File: src/rtl/decode_stage_hs.sv
// RV32I/M decode stage with valid/ready handshake and a load scoreboard that stalls load-use hazards locally.
// Optional illegal-instruction flag: define DECODE_ILLEGAL_TRAP_EN to add illegal_o.
module decode_stage_hs #(
    parameter int XLEN     = 32,
    parameter int M_EXT    = 1,
    parameter int LOAD_LAT = 1
) (
    input  logic            clk_i,
    input  logic            rst_ni,
    input  logic [XLEN-1:0] pc_i,
    input  logic [31:0]     inst_i,
    input  logic            valid_i,
    output logic            ready_o,
    input  logic [XLEN-1:0] reg_data1_i,
    input  logic [XLEN-1:0] reg_data2_i,
    output logic [4:0]      rs1_addr_o,
    output logic [4:0]      rs2_addr_o,
    input  logic            flush_i,
    output logic            valid_o,
    input  logic            ready_i,
    output logic [XLEN-1:0] pc_o,
    output logic [XLEN-1:0] imm_o,
    output logic [XLEN-1:0] rs1_o,
    output logic [XLEN-1:0] rs2_o,
    output logic [4:0]      rd_addr_o,
    output logic [4:0]      fwd_raddr1_o,
    output logic [4:0]      fwd_raddr2_o,
    output logic            rd_we_o,
    output logic            shiftsel_o,
    output logic            addsubsel_o,
    output logic            typesel_o,
    output logic            mem_re_o,
    output logic            mem_we_o,
    output logic [2:0]      opfunc3_o,
    output logic [2:0]      optype_o
`ifdef DECODE_ILLEGAL_TRAP_EN
   ,output logic            illegal_o
`endif
);

    localparam logic [6:0] OP_R     = 7'b0110011;
    localparam logic [6:0] OP_I     = 7'b0010011;
    localparam logic [6:0] OP_L     = 7'b0000011;
    localparam logic [6:0] OP_S     = 7'b0100011;
    localparam logic [6:0] OP_B     = 7'b1100011;
    localparam logic [6:0] OP_LUI   = 7'b0110111;
    localparam logic [6:0] OP_AUIPC = 7'b0010111;
    localparam logic [6:0] OP_JAL   = 7'b1101111;
    localparam logic [6:0] OP_JALR  = 7'b1100111;
    localparam logic [6:0] F7_ALT   = 7'b0100000;
    localparam logic [6:0] F7_MUL   = 7'b0000001;

    localparam logic [2:0] OT_R = 3'b000, OT_I = 3'b001, OT_B = 3'b010, OT_S = 3'b011;
    localparam logic [2:0] OT_U = 3'b100, OT_M = 3'b101, OT_J = 3'b110, OT_X = 3'b111;

    typedef struct packed {
        logic [XLEN-1:0] pc;
        logic [XLEN-1:0] imm;
        logic [XLEN-1:0] rs1;
        logic [XLEN-1:0] rs2;
        logic [4:0]      rd;
        logic [4:0]      ra1;
        logic [4:0]      ra2;
        logic            rd_we;
        logic            shiftsel;
        logic            addsubsel;
        logic            typesel;
        logic            mem_re;
        logic            mem_we;
        logic [2:0]      func3;
        logic [2:0]      optype;
`ifdef DECODE_ILLEGAL_TRAP_EN
        logic            illegal;
`endif
    } dec_t;

    dec_t dec_d, dec_q;
    logic valid_d, valid_q;
    logic rs1_used, rs2_used;
    logic hz_out, hz_sb;
    logic adv, accept;

    logic [6:0] opcode, funct7;
    assign opcode = inst_i[6:0];
    assign funct7 = inst_i[31:25];

    assign rs1_addr_o = inst_i[19:15];
    assign rs2_addr_o = inst_i[24:20];

    function automatic logic rs_hit(input logic [4:0] rd, input logic [4:0] a1, input logic [4:0] a2,
                                    input logic u1, input logic u2);
        return (rd != 5'd0) && ((u1 && (a1 == rd)) || (u2 && (a2 == rd)));
    endfunction

    always_comb begin
        dec_d           = '0;
        rs1_used        = 1'b0;
        rs2_used        = 1'b0;
        dec_d.pc        = pc_i;
        dec_d.rs1       = reg_data1_i;
        dec_d.rs2       = reg_data2_i;
        dec_d.rd        = inst_i[11:7];
        dec_d.ra1       = inst_i[19:15];
        dec_d.ra2       = inst_i[24:20];
        dec_d.func3     = inst_i[14:12];
        dec_d.optype    = OT_X;
        dec_d.shiftsel  = (funct7 == F7_ALT);
        dec_d.addsubsel = (opcode == OP_R) && (funct7 == F7_ALT) && (inst_i[14:12] == 3'b000);
        case (opcode)
            OP_R: begin
                dec_d.optype = ((funct7 == F7_MUL) && (M_EXT != 0)) ? OT_M : OT_R;
                dec_d.rd_we  = 1'b1;
                rs1_used     = 1'b1;
                rs2_used     = 1'b1;
            end
            OP_I: begin
                dec_d.optype = OT_I;
                dec_d.imm    = XLEN'($signed(inst_i[31:20]));
                dec_d.rd_we  = 1'b1;
                rs1_used     = 1'b1;
            end
            OP_L: begin
                dec_d.optype = OT_I;
                dec_d.imm    = XLEN'($signed(inst_i[31:20]));
                dec_d.rd_we  = 1'b1;
                dec_d.mem_re = 1'b1;
                rs1_used     = 1'b1;
            end
            OP_S: begin
                dec_d.optype = OT_S;
                dec_d.imm    = XLEN'($signed({inst_i[31:25], inst_i[11:7]}));
                dec_d.mem_we = 1'b1;
                rs1_used     = 1'b1;
                rs2_used     = 1'b1;
            end
            OP_B: begin
                dec_d.optype = OT_B;
                dec_d.imm    = XLEN'($signed({inst_i[31], inst_i[7], inst_i[30:25], inst_i[11:8], 1'b0}));
                rs1_used     = 1'b1;
                rs2_used     = 1'b1;
            end
            OP_LUI, OP_AUIPC: begin
                dec_d.optype  = OT_U;
                dec_d.imm     = XLEN'($signed({inst_i[31:12], 12'b0}));
                dec_d.rd_we   = 1'b1;
                dec_d.typesel = (opcode == OP_LUI);
            end
            OP_JAL: begin
                dec_d.optype  = OT_J;
                dec_d.imm     = XLEN'($signed({inst_i[31], inst_i[19:12], inst_i[20], inst_i[30:21], 1'b0}));
                dec_d.rd_we   = 1'b1;
                dec_d.typesel = 1'b1;
            end
            OP_JALR: begin
                dec_d.optype = OT_J;
                dec_d.imm    = XLEN'($signed(inst_i[31:20]));
                dec_d.rd_we  = 1'b1;
                rs1_used     = 1'b1;
            end
            default: ;
        endcase
        if (dec_d.optype == OT_U) dec_d.func3 = 3'b000;
        if (dec_d.rd == 5'd0)     dec_d.rd_we = 1'b0;
`ifdef DECODE_ILLEGAL_TRAP_EN
        // An M opcode without M support is flagged but still decoded as R-type.
        dec_d.illegal = (dec_d.optype == OT_X) || ((opcode == OP_R) && (funct7 == F7_MUL) && (M_EXT == 0));
        if (dec_d.illegal) begin
            dec_d.rd_we  = 1'b0;
            dec_d.mem_re = 1'b0;
            dec_d.mem_we = 1'b0;
        end
`endif
    end

    assign hz_out = valid_q && dec_q.mem_re && rs_hit(dec_q.rd, inst_i[19:15], inst_i[24:20], rs1_used, rs2_used);

    // In-flight loads that have left decode but whose data is not yet forwardable.
    if (LOAD_LAT > 1) begin : g_sb
        logic                       push;
        logic [LOAD_LAT-2:0]        sb_v_q;
        logic [LOAD_LAT-2:0][4:0]   sb_rd_q;

        assign push = valid_q && ready_i && dec_q.mem_re && !flush_i;

        always_ff @(posedge clk_i or negedge rst_ni) begin
            if (!rst_ni) begin
                sb_v_q  <= '0;
                sb_rd_q <= '0;
            end else begin
                sb_v_q[0]  <= push;
                sb_rd_q[0] <= push ? dec_q.rd : 5'd0;
                for (int k = 1; k < LOAD_LAT - 1; k++) begin
                    sb_v_q[k]  <= sb_v_q[k-1];
                    sb_rd_q[k] <= sb_rd_q[k-1];
                end
            end
        end

        always_comb begin
            hz_sb = 1'b0;
            for (int k = 0; k < LOAD_LAT - 1; k++) begin
                if (sb_v_q[k] && rs_hit(sb_rd_q[k], inst_i[19:15], inst_i[24:20], rs1_used, rs2_used))
                    hz_sb = 1'b1;
            end
        end
    end else begin : g_nosb
        assign hz_sb = 1'b0;
    end

    assign adv     = !valid_q || ready_i;
    assign ready_o = adv && !(hz_out || hz_sb) && !flush_i;
    assign accept  = valid_i && ready_o;

    always_comb begin
        valid_d = valid_q;
        if (flush_i)     valid_d = 1'b0;
        else if (accept) valid_d = 1'b1;
        else if (adv)    valid_d = 1'b0;
    end

    always_ff @(posedge clk_i or negedge rst_ni) begin
        if (!rst_ni) begin
            valid_q <= 1'b0;
            dec_q   <= '0;
        end else begin
            valid_q <= valid_d;
            if (accept) dec_q <= dec_d;
        end
    end

    assign valid_o      = valid_q;
    assign pc_o         = dec_q.pc;
    assign imm_o        = dec_q.imm;
    assign rs1_o        = dec_q.rs1;
    assign rs2_o        = dec_q.rs2;
    assign rd_addr_o    = dec_q.rd;
    assign fwd_raddr1_o = dec_q.ra1;
    assign fwd_raddr2_o = dec_q.ra2;
    assign rd_we_o      = dec_q.rd_we;
    assign shiftsel_o   = dec_q.shiftsel;
    assign addsubsel_o  = dec_q.addsubsel;
    assign typesel_o    = dec_q.typesel;
    assign mem_re_o     = dec_q.mem_re;
    assign mem_we_o     = dec_q.mem_we;
    assign opfunc3_o    = dec_q.func3;
    assign optype_o     = dec_q.optype;
`ifdef DECODE_ILLEGAL_TRAP_EN
    assign illegal_o    = dec_q.illegal;
`endif

endmodule

File: config.mk
export PLATFORM = sky130hd
export DESIGN_NAME = decode_stage_hs
export DESIGN_NICKNAME = d
export VERILOG_FILES = /design/src/rtl/decode_stage_hs.sv
export SDC_FILE = /design/constraint.sdc
export NUM_CORES = 1
export LEC_CHECK = 0
export ABC_AREA = 0
export BUFFER_PORTS_ARGS = -buffer_cell sky130_fd_sc_hd__buf_2
export CAP_MARGIN = 20
export CORE_UTILIZATION = 52
export CTS_CLUSTER_SIZE = 24
export DETAILED_ROUTE_END_ITERATION = 8
export PLACE_DENSITY = 0.86
export SLEW_MARGIN = 10
export SYNTH_ARGS = -nofsm -noshare
export SYNTH_HDL_FRONTEND = slang
export SYNTH_SLANG_ARGS = --single-unit
File: constraint.sdc
create_clock -name clk_i -period 5.5 [get_ports clk_i]
set_input_delay 1.65 -clock clk_i [delete_from_list [all_inputs] [get_ports clk_i]]
set_output_delay 1.65 -clock clk_i [all_outputs]
set_load 0.05 [all_outputs]
==> results of run 1 <==
-- critical path, cell delays in order --
cell and delay [ns]:
buf_2 0.16, nor4bb_4 0.36, nand2_1 0.16, nor4_1 0.31, o211a_2 0.26, nor3_1 0.06
buf_2 0.22
-- cells in the final DEF, fill, tap and decap left out, types with 2 or more instances in the layout --
cell type,count
inv_1,30
clkinvlp_4,2
bufinv_16,2
nand4_1,2
dfrtp_1,156
nand2_1,20
a31oi_1,2
and2_1,2
nor2b_1,6
or4_1,2
a21oi_1,21
clkinv_2,5
mux2i_1,29
nor3_1,4
buf_2,298
a22o_1,4
xor2_1,5
mux2_2,16
nor2_1,10
mux2_4,110
o22ai_1,2
clkbuf_16,17
nand3_1,3
or2_2,2
clkinv_4,3
xnor2_1,6
buf_12,3
o21ai_0,9
-- power by group through the flow --
| stage | Combinational (uW) | Clock, uW | Sequential [uW] |
|---|---|---|---|
| floorplan | 338 | 0 | 1970 |
| global placement | 1180 | 0 | 1400 |
| detailed placement | 1190 | 0 | 1420 |
| CTS | 1200 | 1130 | 1400 |
| global route | 1230 | 1180 | 1420 |
| finish | 1190 | 1110 | 1400 |
-- layout make-up --
type,instances,area share
multi-input cells,272,0.3084
well taps,176,0.02394
clock buffers,18,0.04665
repair buffers,303,0.1707
flip-flops and latches,156,0.4243
clock inverters,12,0.01374
inverters,30,0.01224
-- kinds of logic after synthesis --
logic type | Yosys count | synth area share
flip-flops | 156 | 0.5382
multiplexers | 155 | 0.2926
buffers and inverters | 64 | 0.07055
AND/OR/NAND/NOR | 63 | 0.05054
AO/OA/AOI/OAI | 43 | 0.03485
XOR/XNOR | 11 | 0.01328
-- layer usage --
metal | up-vias | global-route usage | share of wire
met4 | 2 | 0.09297 | 0.022
met3 | 29 | 0.07272 | 0.070
li1 | 2266 | - | -
met1 | 2434 | 0.3027 | 0.40
met5 | - | 0 | 0.00071
met2 | 215 | 0.4465 | 0.51
-- sequential cells by signal, summed over array words and instances (netlist names), 3 cells and up --
signal / flops
imm_o: 32
pc_o: 32
rs1_o: 32
rs2_o: 32
fwd_raddr1_o: 5
fwd_raddr2_o: 5
rd_addr_o: 5
opfunc3_o: 3
optype_o: 3
-- worst paths after layout --
kind | startpoint | end | slack (ns) | cells after the start
max | inst_i[3] | ready_o | 0.67 | 7
min | pc_o[4] | pc_o[4] | 0.50 | 1
max reg2reg | rd_addr_o[0] | rs2_o[11] | 2.73 | 6
min reg2reg | pc_o[4] | pc_o[4] | 0.50 | 1
max in group asynchronous | rst_ni | optype_o[1] | 3.34 | 2
min in group asynchronous | rst_ni | imm_o[19] | 1.23 | 1
-- through the flow --
stage                     cells  power [uW]  setup slack, ns    util
final                       967        3698           0.6731  0.6866
after global routing        967        3834           0.4996  0.6866
after CTS                   967        3726           0.6701  0.6866
after detailed placement    937        2607           0.6757  0.6451
after global placement      937        2580           0.7108  0.6451
after floorplan             492        2308           0.4261       -
==> run summary, run 1 <==
The flow ran to the end, and the final reports show no timing, DRC or antenna violations. The floorplan step set the die width to 120.1 um. Relative to the synthesized area, the layout overhead comes to 26.84%.

The run gives 0.3746 as the worst slew slack as a fraction of its limit. For the CTS sink count, the log shows 156. The most numerous cell in the Yosys netlist was dfrtp_1. Share of synthesized flip-flops with an asynchronous set or reset: 1.000.

The worst setup path is captured at a primary output. The final layout contains routed wiring with a total length of 18190 um. After detailed routing, the number of remaining DRC violations is 0.

The starting density of the core was 0.5413; the die span in y was 120.1 um. The share of power burned in combinational logic is 0.322, and the maximum count of clock buffers along a single path is 2. The actual slew at the worst max-slew pin came out at 0.9346 ns. The final-report hold violation count is 0. Internal power: 2335 uW.

During synthesis, Yosys emitted a total of 0 warnings. The area fraction of the dominant cell type after synthesis was 0.5382. The critical path arrival came out at 3.18 ns. The filler cells instantiated in the layout total 972. Input and output buffers added on the ports amount to 299. The analysis attributes to net switching a power of 1363 uW. Count of different cell masters after synthesis: 44. The tools report the final-report max-slew violation count as 0. The average instance in the mapped netlist occupies 14.74 um2. Counting every net in the synthesized netlist gives 625. For the via count of the first global-routing pass, the log shows 5189. Dividing the detail-routed wire length by the instance count gives 18.81 um. The post-route minimum period was 4.827 ns; the clock-pin transition on the worst setup and hold timing paths was 0.06 ns. The final design area excluding fillers came out at 9200 um2. The floorplan step defined a core boundary enclosing 13400 um2.

In this run, synthesis inferred 0 flip-flops with an integrated enable. The number of maximum-capacitance constraint violations is 0. TritonCTS built the clock tree. The total leakage power is 0.004687 uW.

The tools report the first-pass GRT wire length as 28230 um. The worst setup path is launched from an input pin. Summed over all nets, the half-perimeter wirelength after detailed placement is 13110 um. The clock tree synthesis step divided the H-tree into 4 levels. In this run the cell area measured after placement is 8645 um2.

The total overflow left after global routing is 0. The sequential cells in the finished layout cover a total of 3904 um2. Once detail routing completed, the nets flagged for antenna violations numbered 0. The via count of the routed design was 4946; the synthesized instance count was 492. Among all flip-flop cells after synthesis, the most frequent one is dfrtp_1.

Post-CTS timing repair inserted 0 buffers for setup. The number of antenna diodes in the final layout is 0. The number of top-level design ports is 300. For the pin count of the biggest net entering global routing, the log shows 86.

The tools report the number of antenna violations at the first check in global routing as 1. Row generation in the floorplan step produced 42 rows. The switching share of power came out at 0.3685. The worst setup path is of the in -> out kind. Once the clock tree was built, the resizer swapped 0 gates to a different size.

The global routing usage summed across all routing layers is 0.2575. Before antenna repair, the detailed router went through 4 iterations. The worst hold-check slack was 0.5002 ns. The part of the Yosys area used for sequential elements was 0.5382. Buffers inserted during clock tree synthesis total 17. The min-delay analysis places its worst path in the category reg -> reg.

Clock latency on the worst-skew pair, taken at its later pin, is 0.41 ns. The logs give 328 for the number of DRC markers in iteration 0 and 0.379 for the relative contribution of sequential cells to total power. The worst path required time was 3.85 ns.

Of all cell types, the one taking the most synthesized area is dfrtp_1. The tools report the count of endpoints failing setup in the final report as 0. For the worst clock skew on the final layout, the log shows 0.009045 ns.

Static timing analysis puts the maximum clock frequency at 0.2072 GHz. Of all nets on the critical path, the largest fanout is 9. The tools report the last weighted congestion value of the routability-driven placer as 0.8555. Worst voltage drop across the vdd grid: 0.2002 mV. The synthesized design contains 156 register bits. The share of power burned in the clock network came out at 0.300.

Sorting the synthesized cells by area gives the leading types as dfrtp_1 (54%), mux2_4 (23%), mux2i_1 (4.0%). In this run the power density over the cells is 402.0 nW/um2. For the final routed database, the setup TNS stands at 0 ns. The ratio of cells with drive above 1 in the final layout is 0.5853. Setup repair after global routing left no endpoint under its margin.

After the last flow step, the layout net total stands at 913. After detailed routing, the number of vias per cell comes to 5.115. The hold buffer count at CTS is 0. The multi-input combinational cell area is 2838 um2, and the synthesized cell area is 7253 um2. The die covers 14430 um2. The final worst-path cycle share came out at 0.8776. In the synthesized netlist, the cells that appear most often are dfrtp_1 (156), mux2_4 (110), inv_1 (30).

Clock tree root driver cell: clkbuf_16.
No activity file was read; power rests on OpenSTA's default activity.
==> inputs of run 2 (changes only) <==
--- a/config.mk
+++ b/config.mk
@@ -8,10 +8,10 @@
 export ABC_AREA = 0
 export BUFFER_PORTS_ARGS = -buffer_cell sky130_fd_sc_hd__buf_2
 export CAP_MARGIN = 20
-export CORE_UTILIZATION = 52
+export CORE_UTILIZATION = 44
 export CTS_CLUSTER_SIZE = 24
 export DETAILED_ROUTE_END_ITERATION = 8
-export PLACE_DENSITY = 0.86
+export PLACE_DENSITY = 0.77
 export SLEW_MARGIN = 10
 export SYNTH_ARGS = -nofsm -noshare
 export SYNTH_HDL_FRONTEND = slang
==> constraint.sdc (replaced) <==
create_clock -name clk_i -period 4.1 [get_ports clk_i]
set_input_delay 1.23 -clock clk_i [delete_from_list [all_inputs] [get_ports clk_i]]
set_output_delay 1.23 -clock clk_i [all_outputs]
set_load 0.05 [all_outputs]
==> run summary, run 2 (synthesis gave the netlist of run 1 again) <==
Hold repair after CTS inserted 0 buffers. Logic depth of the worst register-to-register path: 7. The tools report the clock tree root driver cell as clkbuf_16. The H-tree was split into 4 levels. Static timing analysis puts the maximum clock frequency at 0.2530 GHz. In this run the worst hold path is classified as reg -> reg. The tools report the total wirelength of the detailed-routed design as 17820 um. The run gives 13190 um as the placed wire-length estimate. The source of the critical timing path was inst_i[6]. The die is 130.4 um tall.

The finished cells cover 9407 um2. Before CTS, the worst setup slack after placement is 0.1630 ns. The clock reaches the later pin of the worst-skew pair after 0.41 ns. In this run the cell area measured after placement is 8777 um2.

In this run the worst setup path terminates at ready_o. The die covers 17000 um2. The final-report max-slew violation count is 0, and the number of placed instances, taps included is 984.

Summing internal, switching and leakage power gives 5152 uW. Compared with the post-synthesis result, the final layout area differs by 29.69%. The floorplan step set the die width to 130.4 um.

The run gives 0 as the number of antenna violations at the first check in global routing. The worst setup path is launched from an input pin. The pre-antenna-repair detailed-routing pass consisted of 4 iterations.

For the number of DRC markers in iteration 0, the log shows 114. The tools report the worst reg2reg path endpoint as pc_o[24]. The setup path with the least slack is of type in -> out. The starting density of the core came out at 0.4533. The worst register-to-register path begins at rd_addr_o[0]. Data on the critical path arrives at its endpoint at 2.72 ns. STA classifies the critical path endpoint as a primary output.

For this run the aggregate overflow at the end of global routing stands at 0. The maximum fanout encountered on the critical timing path is 12. Using the TritonRoute via totals, the vias-per-cell ratio works out to 4.856.

At the pin with the least slew margin, the transition time is 0.6654 ns. At the end of routability-driven placement, the weighted congestion stood at 0.8510. Setup repair after global routing left no endpoint under its margin.

The run finished with clean final reports. Counting every sink on the clock net gives 156. The final worst-path cycle share works out to 0.9642. The ratio of cells with drive above 1 in the final layout was 0.5895; the average routed wire per standard cell was 17.56 um. The core region is 16000 um2. The maximum count of clock buffers along a single path is 2, and the count of endpoints failing setup in the final report is 0. The post-cts repair resize count is 0.

Clock-pin slew was measured on the worst setup and hold paths at 0.06 ns. For the number of diodes added for antenna fixing, the log shows 0. Via count of the first global-routing pass: 4664. The global routing usage summed across all routing layers is 0.2057, and the via count of the routed design is 4929. Most common cell after layout, fill and taps aside: buf_2. For the worst slew slack as a fraction of its limit, the log shows 0.5564. The worst voltage drop across the vdd grid was 0.2676 mV.

The number of fill cells is 1301. Setup slack closes at 0.1469 ns. The first-pass GRT wire length was 25840 um; the number of nets still failing antenna checks after routing was 0.

After the last flow step, the layout net total stands at 920. The tools report the buffers inserted during post-CTS setup optimization as 0. Final-report hold violation count: 0. The worst path required time is 2.87 ns, and the post-route DRC violation count is 0.

The total leakage power is 0.004770 uW, and the ratio of total power to cell area is 547.7 nW/um2. For the final routed database, the setup TNS stands at 0 ns. The worst path in the final design needs a cycle of 3.953 ns, including I/O delays and setup.

The library cells used most frequently in the layout, excluding fill and tap cells, are buf_2 (298), dfrtp_1 (156), mux2_4 (110), inv_1 (30), mux2i_1 (29). The number of CTS-inserted buffers came out at 17. Entering global routing, the biggest net connects 71 pins.

In this run the core area contains 46 standard-cell rows. Once layout is complete, the cells apart from fillers number 1015. Worst clock skew on the final layout: 0.009604 ns. TritonCTS built the clock tree. The number of maximum-capacitance constraint violations was 0. The count of buffers added on input and output ports is 299. The number of top-level design ports came out at 300. The setup slack of the worst register-to-register path came out at 1.28 ns.
run 2: stage by stage:
step	hold slack, ns	utilization
detailed placement	0.4892	0.5486
finish	0.4987	0.5879
global route	0.5121	0.5879
global placement	0.4842	0.5486
CTS	0.5033	0.5879
floorplan	0.7500	-
run 2: worst max-delay path: stages:
cell and delay [ns]:
buf_2 0.21, nand4b_1 0.25, or2_2 0.36, o22ai_1 0.15, o211a_2 0.25, nor3_2 0.05
buf_2 0.22
run 2: layout make-up:
class | instances | area [um2] | area share
Multi-Input combinational cell | 272 | 2843 | 0.3022
Sequential cell | 156 | 3904 | 0.4150
Clock inverter | 12 | 196.4 | 0.02088
Tap cell | 216 | 270.3 | 0.02873
Inverter | 30 | 112.6 | 0.01197
Timing Repair Buffer | 310 | 1648 | 0.1752
Clock buffer | 19 | 432.9 | 0.04602
run 2: layer usage:
layer,up-vias,wire (um),global-route usage
met2,218,8624,0.3479
li1,2294,-,-
met5,-,0,0
met1,2402,7437,0.2449
met4,0,249,0.07099
met3,15,1512,0.07003
run 2: how the worst min path moves through the flow:
stage	start	depth (start not counted)	end
3_3_place_gp	pc_o[7]	1	pc_o[7]
2_1_floorplan	imm_o[10]	2	imm_o[10]
6_report	optype_o[2]	1	optype_o[2]
3_5_place_dp	rs2_o[30]	1	rs2_o[30]
4_1_cts	pc_o[22]	1	pc_o[22]
5_1_grt	rs1_o[26]	1	rs1_o[26]
run 2: where the power goes:
group,internal (uW),switching [uW],leakage [uW]
clock,1080,605,0.000311
sequential,1750,123,0.00191
combinational,503,1100,0.00255
==> inputs of run 3 (changes only) <==
--- a/config.mk
+++ b/config.mk
@@ -8,10 +8,13 @@
 export ABC_AREA = 0
 export BUFFER_PORTS_ARGS = -buffer_cell sky130_fd_sc_hd__buf_2
 export CAP_MARGIN = 20
-export CORE_UTILIZATION = 44
+export CELL_PAD_IN_SITES_DETAIL_PLACEMENT = 0
+export CELL_PAD_IN_SITES_GLOBAL_PLACEMENT = 1
+export CORE_UTILIZATION = 34
 export CTS_CLUSTER_SIZE = 24
 export DETAILED_ROUTE_END_ITERATION = 8
-export PLACE_DENSITY = 0.77
+export GPL_TIMING_DRIVEN = 0
+export PLACE_DENSITY_LB_ADDON = 0.1
 export SLEW_MARGIN = 10
 export SYNTH_ARGS = -nofsm -noshare
 export SYNTH_HDL_FRONTEND = slang
==> run summary, run 3 (synthesis gave the netlist of run 1 again) <==
The area growth from synthesis to layout is 33.86%. In this run the deepest clock path goes through 2 buffers. The hold buffer count at CTS was 0; the die span in y was 148.1 um.

The most common cell after layout, fill and taps aside is buf_2. The floorplan step defined a die boundary enclosing 21920 um2. The number of antenna violations at the first check in global routing was 0. For the number of detailed-routing iterations run before antenna repair, the log shows 4.

The gate family responsible for the most delay along the worst path was simple AND/OR/NAND/NOR gates. The floorplan die width was 148.1 um. Setup violations remaining at the end of the flow were counted as 0. For this design the top-level I/O count stands at 300. The cell with the largest stage delay on the worst path was nor4bb_4. Row generation in the floorplan step produced 53 rows. Kind of capture point of the worst setup path: a primary output. The post-route DRC violation count is 0, and the post-cts repair resize count is 0. The flow ran to the end, and the final reports show no timing, DRC or antenna violations. The repair_antennas step left the layout with diodes totalling 0. For this design, the sink count on the clock tree is 156. Dividing the detail-routed via count by the number of cells gives 4.603. TritonCTS built the clock tree. In this run the power density over the cells is 520.1 nW/um2. The critical path contains buffers and inverters numbering 2 combined. Setup repair after global routing left no endpoint under its margin. Clock-pin slew was measured on the worst setup and hold paths at 0.06 ns. For the final design utilization, the log shows 0.4633. For this run, the number of standard cells in the final layout without fillers is 1098. Max-cap violations in this run came to 0. The final-report hold violation count came out at 0. VDD sags by at most 0.2615 mV. In the layout the commonest cells are buf_2 (298), dfrtp_1 (156), mux2_4 (110), inv_1 (30), mux2i_1 (29). STA puts the critical path data required time at 2.87 ns. The tools report the number of nets still failing antenna checks after routing as 0. For the pin with the worst max-slew slack, the measured transition is 0.5300 ns.

In this run the worst path has a maximum fanout of 8. The worst clock skew on the final layout was 0.01291 ns. Summed over all nets, the half-perimeter wirelength after detailed placement is 14520 um. Standard cell core area: 20960 um2.

The first global-routing pass estimated 29610 um of wire. For this block, the initial DRC count from the detailed router was 147. Overall power consumption after layout is estimated at 5050 uW. The worst slew slack as a fraction of its limit came out at 0.6466. The global routing usage summed across all routing layers is 0.1785. Static timing analysis puts the maximum clock frequency at 0.2507 GHz. The number of CTS-inserted buffers is 17, and the leftover overflow at the end of global routing is 0. At the end of routability-driven placement, the weighted congestion stood at 0.8496. The count of port buffers added during placement was 297; the via count of the first global-routing pass was 5097.

The finished cells cover 9709 um2. Traced cell by cell, the critical path runs through buf_2 > nor4bb_4 > nand2_1 > nor4_1 > o211a_2 > nor3_2 > buf_2. The smallest clock period supported by the final layout is computed as 3.988 ns. Post-CTS timing repair inserted 0 buffers for setup. The largest stage delay on the critical path came out at 0.33 ns. The path class of the tightest hold or removal check is reg -> reg. The ratio of cells with drive above 1 in the final layout was 0.5978; the final-stage net count was 943. For the worst-skew pair, the clock arrives at the later sink with an insertion delay of 0.42 ns. The logs give 19500 um for the total wirelength of the detailed-routed design and 5054 for the via count of the routed design. The startpoint type of the worst setup path was an input pin.

The final-report max-slew violation count was 0. The logs give 0.3461 for the starting density of the core and 90 for the pin count of the biggest net entering global routing. Summing all placed instances gives a cell area of 9126 um2. The critical path in this run is classified as in -> out.

CTS built an H-tree with a depth of 4. The total leakage power is 0.004870 uW, and the average routed wire per standard cell is 17.76 um. In this run the clock root is driven by a clkbuf_16.

Final worst-path cycle share: 0.9728. By instance count, the cell type seen most on the critical path is buf_2. Data on the critical path arrives at its endpoint at 2.76 ns. The layout has 1931 filler cells. After detailed placement, the design holds a cell count of 1065.
run 3: cell count changes in the layout (fill, tap and decap cells not counted):
cell	change
buf_4	+6
inv_8	+2
buf_16	+1
inv_6	+3
bufinv_16	-4
buf_12	+6
clkbuf_1	+3
clkbuf_8	+1
buf_8	+2
buf_6	+4
clkinv_2	-3
clkinvlp_4	+3
run 3: layout make-up:
class	count	area (um2)	area share
Clock buffer	19	442.9	0.04562
Sequential cell	156	3904	0.4021
Tap cell	275	344.1	0.03544
Buffer	34	399.1	0.04111
Multi-Input combinational cell	272	2843	0.2928
Clock inverter	13	132.6	0.01366
Inverter	30	112.6	0.01160
Timing Repair Buffer	299	1531	0.1577
run 3: report_power, final:
group / total [uW] / switching [uW] / internal, uW
clock: 1550 / 682 / 868
sequential: 1870 / 120 / 1750
combinational: 1630 / 1100 / 529
run 3: stage by stage:
step | setup slack [ns] | hold slack [ns] | TNS (ns)
floorplan | 0.2915 | 0.7500 | 0
CTS | 0.01297 | 0.5057 | 0
global route | 0.03528 | 0.5102 | 0
finish | 0.1116 | 0.5005 | 0
detailed placement | 0.01276 | 0.4868 | 0
global placement | -0.5517 | 0.4871 | -83.20
run 3: path summary, 6_finish.rpt:
check / from / to / slack (ns) / cells after the start
setup / recovery: inst_i[2] / ready_o / 0.11 / 7
hold / removal: pc_o[24] / pc_o[24] / 0.50 / 1
setup reg to reg: rd_addr_o[0] / mem_re_o / 1.54 / 7
hold reg to reg: pc_o[24] / pc_o[24] / 0.50 / 1
max in group asynchronous: rst_ni / fwd_raddr2_o[4] / 2.53 / 2
min in group asynchronous: rst_ni / rs2_o[13] / 0.74 / 1
run 3: layer usage:
layer / share of wire / GRT usage / vias to the layer above
met1: 0.44 / 0.2378 / 2516
met2: 0.49 / 0.2934 / 182
li1: - / - / 2342
met5: 0 / 0 / -
met3: 0.058 / 0.04264 / 14
met4: 0.0074 / 0.04072 / 0
